[config.mk]
export PLATFORM = sky130hd
export DESIGN_NAME = elevator_ctrl
export DESIGN_NICKNAME = d
export VERILOG_FILES = /design/src/rtl/elevator_ctrl.sv
export SDC_FILE = /design/constraint.sdc
export NUM_CORES = 1
export LEC_CHECK = 0
export CELL_PAD_IN_SITES_DETAIL_PLACEMENT = 1
export CELL_PAD_IN_SITES_GLOBAL_PLACEMENT = 2
export CORE_MARGIN = 2
export CORE_UTILIZATION = 34
export CTS_BUF_LIST = sky130_fd_sc_hd__clkbuf_4 sky130_fd_sc_hd__clkbuf_8
export CTS_CLUSTER_DIAMETER = 120
export DETAILED_ROUTE_END_ITERATION = 16
export PLACE_DENSITY_LB_ADDON = 0.1
export SETUP_SLACK_MARGIN = 0.02
export SLEW_MARGIN = 30
export SYNTH_ARGS = -nofsm -noshare
export SYNTH_HDL_FRONTEND = slang
export SYNTH_SLANG_ARGS = --single-unit
[constraint.sdc]
create_clock -name clk -period 2.6 [get_ports clk]
set_clock_uncertainty 0.15 [all_clocks]
set_input_delay 0.26 -clock clk [delete_from_list [all_inputs] [get_ports clk]]
set_output_delay 0.26 -clock clk [all_outputs]
set_load 0.05 [all_outputs]
[src/rtl/elevator_ctrl.sv]
// elevator_ctrl: single-car, four-floor elevator sequencer.
// It fetches one request from an external buffer, decodes the target floor,
// travels floor by floor, holds the door open, then returns to IDLE.
module elevator_ctrl #(
  parameter int FLOOR_TICKS = 4,  // cycles per floor travelled, 1..255
  parameter int DOOR_TICKS  = 3   // cycles door held open, 1..255
) (
  input  logic       clk,
  input  logic       rst,
  input  logic       q_empty,
  input  logic [2:0] req,
  output logic       done,
  output logic [2:0] floor,
  output logic       moving,
  output logic       dir_up,
  output logic       door_open,
  output logic       busy
);

  typedef enum logic [2:0] {S_IDLE, S_REQ, S_WAIT, S_MOVE, S_DOOR} state_t;

  localparam logic [7:0] FLOOR_LAST = 8'(FLOOR_TICKS - 1);
  localparam logic [7:0] DOOR_LAST  = 8'(DOOR_TICKS - 1);

  state_t     state;
  logic [2:0] target;
  logic [7:0] cnt;
  logic [2:0] dec;
  logic [2:0] step;

  // Request code to target floor; 0 means the code carries no valid target.
  function automatic logic [2:0] decode(input logic [2:0] code);
    case (code)
      3'b001:  decode = 3'd1;
      3'b010:  decode = 3'd2;
      3'b011:  decode = 3'd3;
      3'b110:  decode = 3'd2;
      3'b111:  decode = 3'd3;
      3'b100:  decode = 3'd4;
      default: decode = 3'd0;
    endcase
  endfunction

  assign dec = decode(req);

  // Floor one step in the current direction, clamped so it never leaves 1..4.
  assign step = dir_up ? ((floor == 3'd4) ? 3'd4 : floor + 3'd1)
                       : ((floor == 3'd1) ? 3'd1 : floor - 3'd1);

  // Outputs are pure decodes of the registered state.
  assign done      = (state == S_REQ);
  assign moving    = (state == S_MOVE);
  assign door_open = (state == S_DOOR);
  assign busy      = (state != S_IDLE);

  // Sequencer: state, floor position, direction, target and tick counter.
  always_ff @(posedge clk) begin
    if (rst) begin
      state  <= S_IDLE;
      floor  <= 3'd1;
      dir_up <= 1'b1;
      target <= 3'd1;
      cnt    <= 8'd0;
    end else begin
      case (state)
        S_IDLE: if (!q_empty) state <= S_REQ;
        S_REQ:  state <= S_WAIT;
        S_WAIT: begin
          cnt <= 8'd0;
          if (dec == 3'd0) begin
            state <= S_IDLE;
          end else begin
            target <= dec;
            if (dec == floor) begin
              state <= S_DOOR;
            end else begin
              dir_up <= (dec > floor);
              state  <= S_MOVE;
            end
          end
        end
        S_MOVE: begin
          if (cnt == FLOOR_LAST) begin
            cnt   <= 8'd0;
            floor <= step;
            if (step == target) state <= S_DOOR;
          end else begin
            cnt <= cnt + 8'd1;
          end
        end
        S_DOOR: begin
          if (cnt == DOOR_LAST) begin
            cnt   <= 8'd0;
            state <= S_IDLE;
          end else begin
            cnt <= cnt + 8'd1;
          end
        end
        default: state <= S_IDLE;
      endcase
    end
  end

endmodule

# == Yosys cells after proc, flatten, opt, wreduce, memory -nomap -nowiden ==
# Index checks and enable logic that the tools add are counted.
# word_totals
ff_bits,18
input_bits,6
out_inout_bits,8
word_cells,55
# classes
addsub,3
n_lt_le_gt_ge,1
n_eq_ne,20
n_mux,14
bitwise_logic,2
n_reduce_logical,10
# ops
operator,n
two-way mux 3 bit,9
one-hot mux 8 bit (3 select lines),1
"== test 8 x 2 -> 1 bit, second input constant",2
two-way mux 8 bit,2
"== test 3 bit, second input constant",5
one-hot mux 3 bit (5 select lines),1
"== test 3 x 2 -> 1 bit, second input constant",4
one-hot mux 3 bit (4 select lines),1
"== test 3 x 1 -> 1 bit, second input constant",3
"adder 8 x 1 -> 8 bit, second input constant",1
== test 3 bit,2
zero test 3 bit,2
"!= test 2 x 1 -> 1 bit, second input constant",3
nonzero test 3 bit,2
AND reduction 2 bit,2
AND reduction 4 bit,1
OR reduction 2 bit,2
"adder 3 x 1 -> 3 bit, second input constant",1
> comparator 3 bit,1
AND reduction 3 bit,1
"subtractor 3 x 1 -> 3 bit, second input constant",1
"!= test 2 bit, second input constant",1
NOT 1 bit,2

# == Logic depth before layout (Yosys ltp) ==
# logic_depth
word_depth,7
mapped_depth,8
depth_no_buf,7

# == Least setup slack after synthesis ==
# Ideal clock, no wire load.
# synth_path
path_kind,reg2reg
start,register floor[0]
end,register state[2]
setup_ns,0.060
arrival_ns,2.293
required_time_ns,2.390
setup_slack_ns,0.097
stages_incl_launch_ff,8
n_path_buf,0
synth_period_minus_slack_ns,2.503
path_cell_list,dfxtp_1 inv_1 ha_1 nand2b_1 mux4_2 xor2_1 o31ai_1 o2111a_1
# synth_between
elab_chain_len,6
elab_cells_between_ends,14
classes_between,2 x add/sub; 5 x eq/ne; 6 x mux; 1 x reduce/logical
# synth_rtl
element,line,text
start: declaration,13,"output logic [2:0] floor,"
start signal: assignment,85,floor <= step;
subtractor 3 x 1 -> 3 bit (tied with other cells),48,: ((floor == 3'd1) ? 3'd1 : floor - 3'd1);
two-way mux 3 bit (on tied branches),"48, 47",
two-way mux 3 bit,47,assign step = dir_up ? ((floor == 3'd4) ? 3'd4 : floor + 3'd1)
== test 3 bit,86,if (step == target) state <= S_DOOR;
!= test 2 x 1 -> 1 bit (no line),n/a,
AND reduction 4 bit (no line),n/a,
end signal: assignment,59,state <= S_IDLE;
end signal: assignment,86,
end signal: assignment,94,state <= S_IDLE;
end: declaration,25,state_t state;
# Parallel ways exist; a longest one is shown, timed or not.
# A chain may end at the register's enable or synchronous reset.

# == Final worst setup path ==
# layout_path
start,register state[0]
end,output port moving
# layout_between
elab_chain_len,1
# layout_rtl
element,line,text
start signal: assignment,59,
start signal: assignment,66,S_IDLE: if (!q_empty) state <= S_REQ;
start signal: assignment,67,S_REQ: state <= S_WAIT;
== test 3 x 2 -> 1 bit,52,assign moving = (state == S_MOVE);
end: declaration,14,"output logic moving,"
# No other way between the ends.

==> impl_table.tex <==
\begin{tabular}{lr}
\hline
Metric & Value \\
\hline
\multicolumn{2}{l}{\textbf{Clocking}} \\
\quad Max clock buf depth & 2 \\
\quad Clock sink count & 18 \\
\quad Count of cells resized by post-cts repair & 0 \\
\quad Worst-path clk slew & between 0.1 and 0.15 ns \\
\quad Buffers inserted during post-CTS setup optimization & 0 \\
\quad Clock network latency to the later pin of the worst-skew pair & between 0.2 and 0.3 ns \\
\quad Clock root buffer & clkbuf\_4 \\
\quad \# hold bufs at CTS & 0 \\
\quad Num CTS Buffers & 3 \\
\quad H-tree Lvls & 1 \\
\quad CTS tree & done \\
\multicolumn{2}{l}{\textbf{Worst setup path}} \\
\quad Category of the critical setup timing path & reg2out \\
\quad Cell-by-cell listing of the critical path & nor2b\_2, and2\_1, clkdlybuf4s50\_1 \\
\quad Terminus of the critical flop-to-flop path & state[2] \\
\quad R2R setup slack & about 0.15 ns \\
\quad Arrival time of the worst setup path & approximately 2.1 ns \\
\quad Kind of end point of the critical path & primary output \\
\quad CP max stage delay & 0.85 ns \\
\quad Maximum fanout count along the critical path & 5 \\
\quad Kind of start point of the critical path & register \\
\quad Highest-delay cell along the critical path & clkdlybuf4s50\_1 \\
\quad Number of cells on the worst reg-to-reg path & 7 \\
\quad Worst endpoint required time & between 2 and 2.5 ns \\
\quad Reg-to-reg startpoint & floor[0] \\
\multicolumn{2}{l}{\textbf{Drt}} \\
\quad Routed via count & $\sim$1000 \\
\quad Via/cell ratio & about 5.3 \\
\quad Antenna viol nets, final & 0 \\
\quad Remaining routing DRC violations & 0 \\
\quad Total Routed Length & approximately 3000 um \\
\quad Detailed-route wire length per cell & approximately 15 um \\
\quad Number of DRC markers in iteration 0 & 24 \\
\quad DR pass1 iterations & 4 \\
\multicolumn{2}{l}{\textbf{Placement}} \\
\quad HPWL after DPL & 2289 um \\
\quad Setup Slack @ Placement & between 0.15 and 0.2 ns \\
\quad Post-DP Area & $\sim$0.0013 mm\^{}2 \\
\quad Count of buffers from port buffering & 13 \\
\quad Routability congestion estimate from global placement & 0.7339 \\
\multicolumn{2}{l}{\textbf{Hold path}} \\
\quad Min-delay worst type & reg2reg \\
\quad Worst Hold Launch & floor[1] \\
\quad Depth of the worst hold-timing path & 2 \\
\quad Worst Hold Endpoint & floor[1] \\
\multicolumn{2}{l}{\textbf{Final layout}} \\
\quad Count of fill cells added during filler insertion & 425 \\
\quad Final std cell area, no fill & 0.001374 mm\^{}2 \\
\quad Count of inserted antenna diode cells & 0 \\
\quad Growth of design area from synthesis to finish & 17.81\% \\
\quad Final core occ & 41.50\% \\
\quad Nets & 167 \\
\quad Share of final-layout standard cells stronger than drive strength 1 & around 7.9\% \\
\multicolumn{2}{l}{\textbf{Power and ir drop}} \\
\quad Net Sw Frac & a little under half \\
\quad Leakage & around 0.54 nW \\
\quad Total power divided by cell area & between 800 and 900 mW/mm\^{}2 \\
\quad Internal power & around 0.00062 W \\
\quad Portion of total power attributed to combinational logic & 51.7\% \\
\quad Portion of total power attributed to the clock network & 15.3\% \\
\quad Peak VDD IR & between 400 and 500 uV \\
\quad Sequential share of power & between 30\% and 40\% \\
\quad Net Switching & about 0.00054 W \\
\multicolumn{2}{l}{\textbf{Synth}} \\
\quad Synthesized flop and latch total & 18 \\
\quad Library cell occupying the most area in the post-synthesis netlist & dfxtp\_1 \\
\quad Cell types occupying the most area after synthesis & dfxtp\_1 31\%, ha\_1 9.7\%, a311oi\_1 4.5\% \\
\quad Netlist cell types & 40 \\
\quad Cell area after synthesis & between 0.001 and 0.0015 mm\^{}2 \\
\quad Async SR Flop Fraction & 0\% \\
\quad Mapped Nets & roughly 150 \\
\quad Most common cell in the synthesized netlist & dfxtp\_1 \\
\quad Flip-flop cell with the highest count after synthesis & dfxtp\_1 \\
\quad Top-area cell type share of the netlist area & a little under a third \\
\quad Instance count of the mapped netlist & about 140 \\
\quad Share of synthesized area occupied by flip-flops and latches & between 30\% and 40\% \\
\quad Average footprint of a synthesized cell & approximately 8.5 um\^{}2 \\
\quad Number of flops mapped to enable cells by yosys & 0 \\
\quad Number of warning messages in the yosys log & 0 \\
\quad Commonest cells post-synth & 18 x dfxtp\_1, 13 x inv\_1, 11 x nand2\_1 \\
\multicolumn{2}{l}{\textbf{Floorplanning}} \\
\quad Core footprint & between 0.003 and 0.004 mm\^{}2 \\
\quad Y dimension of the die & 62.57 um \\
\quad Total die area & 0.003914 mm\^{}2 \\
\quad Initial Util & about a third \\
\quad Ports placed on the boundary & 14 \\
\quad Number of core rows & 21 \\
\quad Width of the chip & 62.57 um \\
\multicolumn{2}{l}{\textbf{STA}} \\
\quad RSZ-0062 raised after global routing & false \\
\quad Final worst setup slack & approximately 0.14 ns \\
\quad Actual transition at the worst max-transition pin & approximately 0.54 ns \\
\quad Final Hold Violating Endpoints & 0 \\
\quad Final-layout worst hold slack & 0.3536 ns \\
\quad Relative slew slack & between 60 and 70\% \\
\quad Slew Viols, Final & 0 \\
\quad Setup TNS & 0 ns \\
\quad Clock period minus final worst setup slack & $\sim$2.5 ns \\
\quad Max Freq & $\sim$0.41 GHz \\
\quad Setup-failing EPs final & 0 \\
\quad Share of the cycle needed by the critical path after routing & between 90\% and 100\% \\
\multicolumn{2}{l}{\textbf{Global route}} \\
\quad First-pass GRT wire length & roughly 5100 um \\
\quad Number of antenna violations at the first check in global routing & 0 \\
\quad GRT overflow & 0 \\
\quad Pin count of the biggest net entering global routing & 18 \\
\quad Via count of the first global-routing pass & around 1100 \\
\quad GRT Resource Usage Total & between 15 and 20\% \\
\multicolumn{2}{l}{\textbf{Run status}} \\
\quad Outcome & finished clean \\
\multicolumn{2}{l}{\textbf{Run}} \\
\quad Max Cap Violations & 0 \\
\hline
\end{tabular}
==> cell type report <==
type / instances / area, um^2 / area share (%)
multi-input combinational: 102 / 733.2 / 53.37
clock buffer: 4 / 36.28 / 2.641
tap: 46 / 57.56 / 4.189
sequential: 18 / 360.3 / 26.23
inverter: 13 / 48.80 / 3.552
timing repair buffer: 14 / 137.6 / 10.02
==> logic make-up after synthesis <==
family / synth area share (%)
DFF: 30.90
AOI/OAI and AO/OA: 22.64
xor gates and xnor gates: 3.005
muxes: 3.755
and+or+nand+nor: 23.82
adders and majority gates: 9.657
buffers and inverters: 6.223
==> sequential cells by signal, summed over array words and instances, names as in the netlist <==
register  cells
target        3
floor         3
state         3
cnt           8
dir_up        1
==> through the flow <==
step | total power (W) | cells
6_report | 0.001165 | 197
4_1_cts | 0.001177 | 197
3_5_place_dp | 0.0009958 | 193
2_1_floorplan | 0.0008281 | 138
5_1_grt | 0.001247 | 197
3_3_place_gp | 0.0009713 | 193
==> power groups by stage <==
stage          logic (W)  registers (W)  clock network [W]
2_1_floorplan   0.000454       0.000374                  0
3_3_place_gp    0.000584       0.000387                  0
3_5_place_dp    0.000603       0.000393                  0
4_1_cts         0.000607       0.000385           0.000186
5_1_grt         0.000657       0.000394           0.000196
6_report        0.000603       0.000384           0.000178
==> cells in the final DEF, fill, tap and decap left out, drive strengths merged, types with 4 or more instances in the layout <==
cell type	synthesis	final
nand2	11	11
inv	13	13
dfxtp	18	18
a311oi	6	6
a21oi	10	10
clkdlybuf4s50	0	13
nor2	10	10
clkbuf	3	4
nand3	9	9
nand2b	5	5
ha	9	9
==> how the worst max path moves through the flow <==
stage                        start        to  slack [ns]  depth (start not counted)
after global routing      floor[0]  state[2]        0.03                          7
after detailed placement  floor[0]  state[2]        0.16                          7
after global placement    floor[0]  state[2]        0.24                          7
after CTS                 state[0]    moving        0.09                          3
after floorplan           floor[0]  state[2]         0.1                          7
final                     state[0]    moving        0.14                          3
==> worst max-delay path, delay by kind of cell (launching register included) <==
kind          cells  cell delay [ns]
buf+inv           1             0.85
simple gates      2             0.49
flops             1             0.40
==> layer usage <==
layer	global-route usage (%)	vias to the layer above	wire length, um
met4	5.000	0	20
met2	30.65	12	1602
met1	18.49	510	1266
met3	1.982	2	68
li1	-	525	-
met5	0	-	0
Power figures use the tool's default switching activity.
